`src/rtl/synth_pkg.sv`:
```
// rtl/synth_pkg.sv - shared widths, mixer state type and saturation helper
package synth_pkg;

    localparam int SAMPLE_W_DEF = 24;
    localparam int GAIN_W_DEF   = 8;
    localparam int SAT_IN_W     = 64;

    typedef enum logic [1:0] {
        IDLE,
        ACCUM,
        SCALE
    } mix_state_t;

    // Clamp a wide signed value into the signed range of 'width' bits.
    function automatic logic signed [SAT_IN_W-1:0] saturate(
        input logic signed [SAT_IN_W-1:0] value,
        input int                         width
    );
        logic signed [SAT_IN_W-1:0] max_v;
        logic signed [SAT_IN_W-1:0] min_v;
        logic signed [SAT_IN_W-1:0] result;
        max_v = (64'sd1 <<< (width - 1)) - 64'sd1;
        min_v = -(64'sd1 <<< (width - 1));
        if (value > max_v) begin
            result = max_v;
        end else if (value < min_v) begin
            result = min_v;
        end else begin
            result = value;
        end
        return result;
    endfunction

endpackage

```
`src/rtl/voice_mac.sv`:
```
// rtl/voice_mac.sv - registered signed-by-unsigned multiply-accumulate slice
module voice_mac #(
    parameter int SAMPLE_W = 24,
    parameter int GAIN_W   = 8,
    parameter int ACC_W    = 36
) (
    input  logic                       clk,
    input  logic                       reset,
    input  logic                       clear,
    input  logic                       en,
    input  logic signed [SAMPLE_W-1:0] sample,
    input  logic        [GAIN_W-1:0]   gain,
    input  logic                       voice_en,
    output logic signed [ACC_W-1:0]    acc
);

    localparam int PROD_W = SAMPLE_W + GAIN_W + 1;

    logic signed [PROD_W-1:0] sample_ext;
    logic signed [PROD_W-1:0] gain_ext;
    logic signed [PROD_W-1:0] product;
    logic signed [ACC_W-1:0]  acc_q;
    logic signed [ACC_W-1:0]  acc_d;

    // Gain is zero-extended so it always acts as a non-negative multiplier.
    always_comb begin
        sample_ext = PROD_W'(sample);
        gain_ext   = PROD_W'($signed({1'b0, gain}));
        product    = voice_en ? (sample_ext * gain_ext) : '0;
        acc_d      = acc_q + ACC_W'(product);
    end

    always_ff @(posedge clk) begin
        if (reset || clear) begin
            acc_q <= '0;
        end else if (en) begin
            acc_q <= acc_d;
        end
    end

    assign acc = acc_q;

endmodule

```
`src/rtl/poly_mixer.sv`:
```
// rtl/poly_mixer.sv - N-voice sequential MAC mixer with master volume and saturation
module poly_mixer
    import synth_pkg::*;
#(
    parameter int N_VOICES = 8,
    parameter int SAMPLE_W = SAMPLE_W_DEF,
    parameter int GAIN_W   = GAIN_W_DEF
) (
    input  logic                         clk,
    input  logic                         reset,
    input  logic                         sample_strobe,
    input  logic [N_VOICES*SAMPLE_W-1:0] voice_samples,
    input  logic [N_VOICES*GAIN_W-1:0]   voice_gain,
    input  logic [N_VOICES-1:0]          voice_enable,
    input  logic [7:0]                   master_vol,
    output logic [SAMPLE_W-1:0]          mixed_sample,
    output logic                         mixed_valid,
    output logic                         clip,
    output logic                         busy,
    output logic                         overrun
);

    localparam int IDX_W = (N_VOICES > 1) ? $clog2(N_VOICES) : 1;
    localparam int ACC_W = SAMPLE_W + GAIN_W + 1 + $clog2(N_VOICES);
    localparam int SCL_W = ACC_W + 9;
    localparam int SHIFT = GAIN_W + 8;
    localparam logic [IDX_W-1:0] LAST_IDX = IDX_W'(N_VOICES - 1);

    mix_state_t                   state_q, state_d;
    logic [IDX_W-1:0]             idx_q, idx_d;
    logic [N_VOICES*SAMPLE_W-1:0] samples_q;
    logic [N_VOICES*GAIN_W-1:0]   gain_q;
    logic [N_VOICES-1:0]          enable_q;
    logic [7:0]                   vol_q;
    logic [SAMPLE_W-1:0]          mixed_q, mixed_d;
    logic                         valid_q, valid_d;
    logic                         clip_q, clip_d;
    logic                         overrun_q, overrun_d;
    logic                         accept;

    logic signed [SAMPLE_W-1:0]   cur_sample;
    logic [GAIN_W-1:0]            cur_gain;
    logic                         cur_en;
    logic signed [ACC_W-1:0]      acc;
    logic signed [SCL_W-1:0]      scaled;
    logic signed [SAT_IN_W-1:0]   scaled_ext;
    logic signed [SAT_IN_W-1:0]   sat_val;

    always_comb accept = (state_q == IDLE) && sample_strobe;

    always_comb begin
        state_d = state_q;
        idx_d   = idx_q;
        case (state_q)
            IDLE: begin
                if (sample_strobe) begin
                    state_d = ACCUM;
                    idx_d   = '0;
                end
            end
            ACCUM: begin
                if (idx_q == LAST_IDX) begin
                    state_d = SCALE;
                end else begin
                    idx_d = idx_q + 1'b1;
                end
            end
            SCALE:   state_d = IDLE;
            default: state_d = IDLE;
        endcase
    end

    // Voices are fed to the MAC from the snapshot, one per ACCUM cycle.
    always_comb begin
        cur_sample = samples_q[idx_q*SAMPLE_W +: SAMPLE_W];
        cur_gain   = gain_q[idx_q*GAIN_W +: GAIN_W];
        cur_en     = enable_q[idx_q];
    end

    voice_mac #(
        .SAMPLE_W (SAMPLE_W),
        .GAIN_W   (GAIN_W),
        .ACC_W    (ACC_W)
    ) u_mac (
        .clk      (clk),
        .reset    (reset),
        .clear    (accept),
        .en       (state_q == ACCUM),
        .sample   (cur_sample),
        .gain     (cur_gain),
        .voice_en (cur_en),
        .acc      (acc)
    );

    // Arithmetic shift floors toward -inf, so small negative mixes land on -1.
    always_comb begin
        scaled     = SCL_W'(acc) * SCL_W'($signed({1'b0, vol_q}));
        scaled_ext = SAT_IN_W'(scaled >>> SHIFT);
        sat_val    = saturate(scaled_ext, SAMPLE_W);
        valid_d    = (state_q == SCALE);
        clip_d     = (state_q == SCALE) && (sat_val != scaled_ext);
        mixed_d    = (state_q == SCALE) ? SAMPLE_W'(sat_val) : mixed_q;
        overrun_d  = sample_strobe && (state_q != IDLE);
    end

    always_ff @(posedge clk) begin
        if (reset) begin
            state_q   <= IDLE;
            idx_q     <= '0;
            samples_q <= '0;
            gain_q    <= '0;
            enable_q  <= '0;
            vol_q     <= '0;
            mixed_q   <= '0;
            valid_q   <= 1'b0;
            clip_q    <= 1'b0;
            overrun_q <= 1'b0;
        end else begin
            state_q   <= state_d;
            idx_q     <= idx_d;
            mixed_q   <= mixed_d;
            valid_q   <= valid_d;
            clip_q    <= clip_d;
            overrun_q <= overrun_d;
            if (accept) begin
                samples_q <= voice_samples;
                gain_q    <= voice_gain;
                enable_q  <= voice_enable;
                vol_q     <= master_vol;
            end
        end
    end

    assign mixed_sample = mixed_q;
    assign mixed_valid  = valid_q;
    assign clip         = clip_q;
    assign overrun      = overrun_q;
    assign busy         = (state_q != IDLE);

endmodule

```
`config.mk`:
```
export PLATFORM = sky130hd
export DESIGN_NAME = poly_mixer
export DESIGN_NICKNAME = d
export VERILOG_FILES = /design/src/rtl/synth_pkg.sv /design/src/rtl/voice_mac.sv /design/src/rtl/poly_mixer.sv
export SDC_FILE = /design/constraint.sdc
export NUM_CORES = 2
export LEC_CHECK = 0
export ABC_AREA = 1
export BUFFER_PORTS_ARGS = -buffer_cell sky130_fd_sc_hd__buf_2
export CORE_AREA = 2 2 263 265
export DETAILED_ROUTE_END_ITERATION = 10
export DIE_AREA = 0 0 265 267
export PLACE_DENSITY = 0.7
export SKIP_CTS_REPAIR_TIMING = 1
export SLEW_MARGIN = 5
export SYNTH_ARGS = -nofsm -noshare
export SYNTH_HDL_FRONTEND = slang
export SYNTH_SLANG_ARGS = --single-unit
```
`constraint.sdc`:
```
create_clock -name clk -period 7.6 [get_ports clk]
set_input_delay 1.14 -clock clk [delete_from_list [all_inputs] [get_ports clk]]
set_output_delay 1.14 -clock clk [all_outputs]
set_load 0.1 [all_outputs]
```
==> summary.txt <==
GRT
  – Initial antenna violation count: 5
  – Remaining Overflow, GRT: 0
  – Vias in the first global route: 30,400
  – First-pass GRT wire length: 160,000 um
  – Total global-route track usage: 28.3%
  – Largest net degree at the start of global routing: 229

Logic synthesis
  – Main synth FF type: dfxtp_1
  – #FFs+latches synth: 340
  – Top post-synthesis cells by area: fa_1 22%, dfxtp_1 20%, nor2_1 11%, inv_1 10%, nand2_1 8.4%
  – FFs w/ async S/R, synth: 0%
  – Syn Std Cell Area: 33,600 sq um
  – Post-synth top area cell: fa_1
  – EDFF count, synth: 0
  – Syn Area/Cell: 6.91 sq um
  – Distinct cells, synth: 57
  – Syn nets: 5,696
  – Top cell type's share of synthesized area: 22.2%
  – Sequential area share after synthesis: 20.3%
  – Yosys Warn Count: 0
  – Cell count after synthesis: 4,859

Drt
  – Vias per std cell: 5.29
  – Vias post-DR: 31,600
  – Antenna Nets Post-Route: 0
  – Post-DR wirelength/cell: 17.1 um
  – 1st-pass router iterations: 7
  – Iteration-0 DRC count of the detailed router: 3,169
  – Final Routed Wirelength: 102,000 um
  – Drt drc: 0

Place
  – Setup WS pre-CTS: -0.0967 ns
  – Post-DP HPWL: 77,500 um
  – Placed insts: 5,884
  – Placer Congestion: 0.989
  – Cell Area, Placed: 36,100 sq um
  – IO buf count: 302

Worst setup path
  – Data required time of the critical path: 8.07 ns
  – WP depth: 43
  – Type of origin of the critical path: flop
  – Crit path max-delay cell type: fa_1
  – Critical Path Start: idx_q[0]
  – Crit path buf inv count: 7
  – CP peak stage delay: 0.50 ns
  – Max Fanout on Critical Path: 12
  – Worst setup path class: reg2reg
  – Crit end category: flop
  – Worst path most repeated cell: nand2_1
  – Crit path max-delay family: adder cells
  – R2R Path Start: idx_q[0]
  – R2r endpoint: u_mac.acc[35]
  – R2R cell count: 43
  – R2R Setup Slk: 0.29 ns
  – Worst Path Arrival: 7.78 ns
  – Setup crit end: u_mac.acc[35]

Cells and area
  – Syn-to-layout area delta: 14.6%
  – Most common cell after layout, fill and taps aside: nor2_1
  – FILL cells: 6,531
  – Fraction of layout instances using a drive strength above 1: 12.3%
  – Final instance area: 38,500 sq um
  – Most frequent cells in the layout: 981 x nor2_1, 901 x inv_1, 741 x nand2_1
  – Finished Layout Cells: 5,987
  – Nets@finish: 5,909

Die
  – DIE WIDTH: 265 um
  – Die area: 70,800 sq um
  – I/O pin cnt: 303
  – CORE AREA: 68,000 sq um
  – Die height: 267 um
  – Row count: 96
  – Initial Util: 49.4%

CTS
  – Clock latency on the worst-skew pair: 0.61 ns
  – CTS Buffer Depth: 3
  – Clock Sinks: 340
  – TritonCTS clock tree: done
  – H-tree depth: 2
  – Total CTS buffers: 40
  – Worst-path clk slew: 0.06 ns
  – Root Driver: clkbuf_16

Power and ir drop
  – Tot Pwr: 7850 uW
  – Maximum VDD drop: 0.151 mV
  – Leak Pwr: 0.0210 uW
  – Pwr dens: 204 nW/um^2

Timing
  – Final setup fails: 0
  – Worst Max-Slew Pin Slew: 1.21 ns
  – Min cycle time layout: 7.31 ns
  – Slew headroom: 19.4%
  – Setup Total Neg Slack: 0 ns
  – F_max: 0.137 GHz
  – Final period util: 96.1%
  – Hold Fails Final Rpt: 0
  – Worst setup margin: 0.293 ns
  – Max-slew violations: 0
  – Final Skew: 0.0354 ns

Run
  – Maxcap violations: 0

Min path
  – Worst hold path type: reg2reg

Run status
  – Status: complete, no violations
state kept, by name, indices dropped and copies added, names as in the netlist:
signal,count
samples_q,192
gain_q,64
u_mac.acc,36
mixed_sample,24
enable_q,8
vol_q,8
idx_q,3
state_q,2
clip,1
mixed_valid,1
overrun,1
metrics by stage:
stage | util [%] | hold WS [ns]
final | 56.6 | 0.489
after global routing | 56.6 | 0.527
after CTS | 55.1 | 0.488
after detailed placement | 53.0 | 0.477
after global placement | 53.0 | 0.470
after floorplan | - | 0.472
cell usage after synthesis, types with 2 or more instances:
cell	number
a211oi_1	2
a21boi_0	3
a21o_1	15
a21oi_1	140
a21oi_2	2
a31oi_1	31
a32o_1	2
buf_1	26
buf_2	25
buf_4	4
buf_6	2
clkbuf_1	188
clkinv_1	5
dfxtp_1	340
fa_1	372
ha_1	190
inv_1	913
inv_2	2
nand2_1	754
nand2_2	7
nand2_4	3
nand3_1	74
nand3_2	3
nand4_1	18
nor2_1	991
nor2_2	2
nor3_1	15
nor4_1	4
o211ai_1	16
o21a_1	5
o21ai_0	520
o21ai_1	23
o21ai_2	3
o21bai_1	11
o221ai_1	5
o22ai_1	63
o31ai_1	2
or2_2	8
xnor2_1	22
xnor2_4	2
xor2_1	30
worst reg2reg max path: cells and delay by family, from the launching register on:
| family | cells | cell delay [ns] |
|---|---|---|
| flops | 1 | 0.46 |
| fa+ha+maj | 6 | 2.61 |
| buf+inv | 7 | 0.58 |
| simple gates | 21 | 2.06 |
| compound gates | 9 | 1.46 |
worst min path at each step:
stage,start,end,depth (start not counted)
global route,mixed_sample[23],mixed_sample[23],2
global placement,mixed_sample[23],mixed_sample[23],2
CTS,mixed_sample[23],mixed_sample[23],2
detailed placement,mixed_sample[23],mixed_sample[23],2
finish,mixed_sample[23],mixed_sample[23],2
floorplan,gain_q[10],gain_q[10],2
logic make-up (layout without fill, tap and decap cells):
logic type	Yosys count	after routing	share of synthesized area (%)
buf+inv	1165	1409	13.2
fa+ha+maj	562	562	29.3
compound gates	850	850	13.7
xor+xnor	55	55	1.59
flops	340	340	20.3
other cells	0	2	0
simple gates	1887	1887	22.0
area by class of cell:
cell class                 instances  area [sq um]  share of cell area (%)
clock inverter                    17           272                   0.706
sequential                       340          6820                    17.7
timing repair buffer             416          2810                    7.29
tap                              882          1100                    2.87
inverter                         920          3490                    9.07
multi-input combinational       3354         22800                    59.3
clock buffer                      56          1150                    2.99
antenna                            2          5.00                  0.0130
layer usage:
layer  share of wire (%)  up-vias  GRT usage (%)  wire (um)
met5               0.040        -              0         41
met4                 3.3        6           9.15       3390
met3                 8.2      179           5.12       8390
met2                  45     1278           44.9      45500
met1                  44    14900           39.1      44800
li1                    -    15300              -          -
power by group:
part | switching (uW) | leakage [uW] | internal [uW] | total [uW]
Sequential | 154 | 0.00281 | 1920 | 2070
Clock | 869 | 0.000694 | 1210 | 2080
Combinational | 2320 | 0.0175 | 1380 | 3690
(Power assumes the default switching activity.)
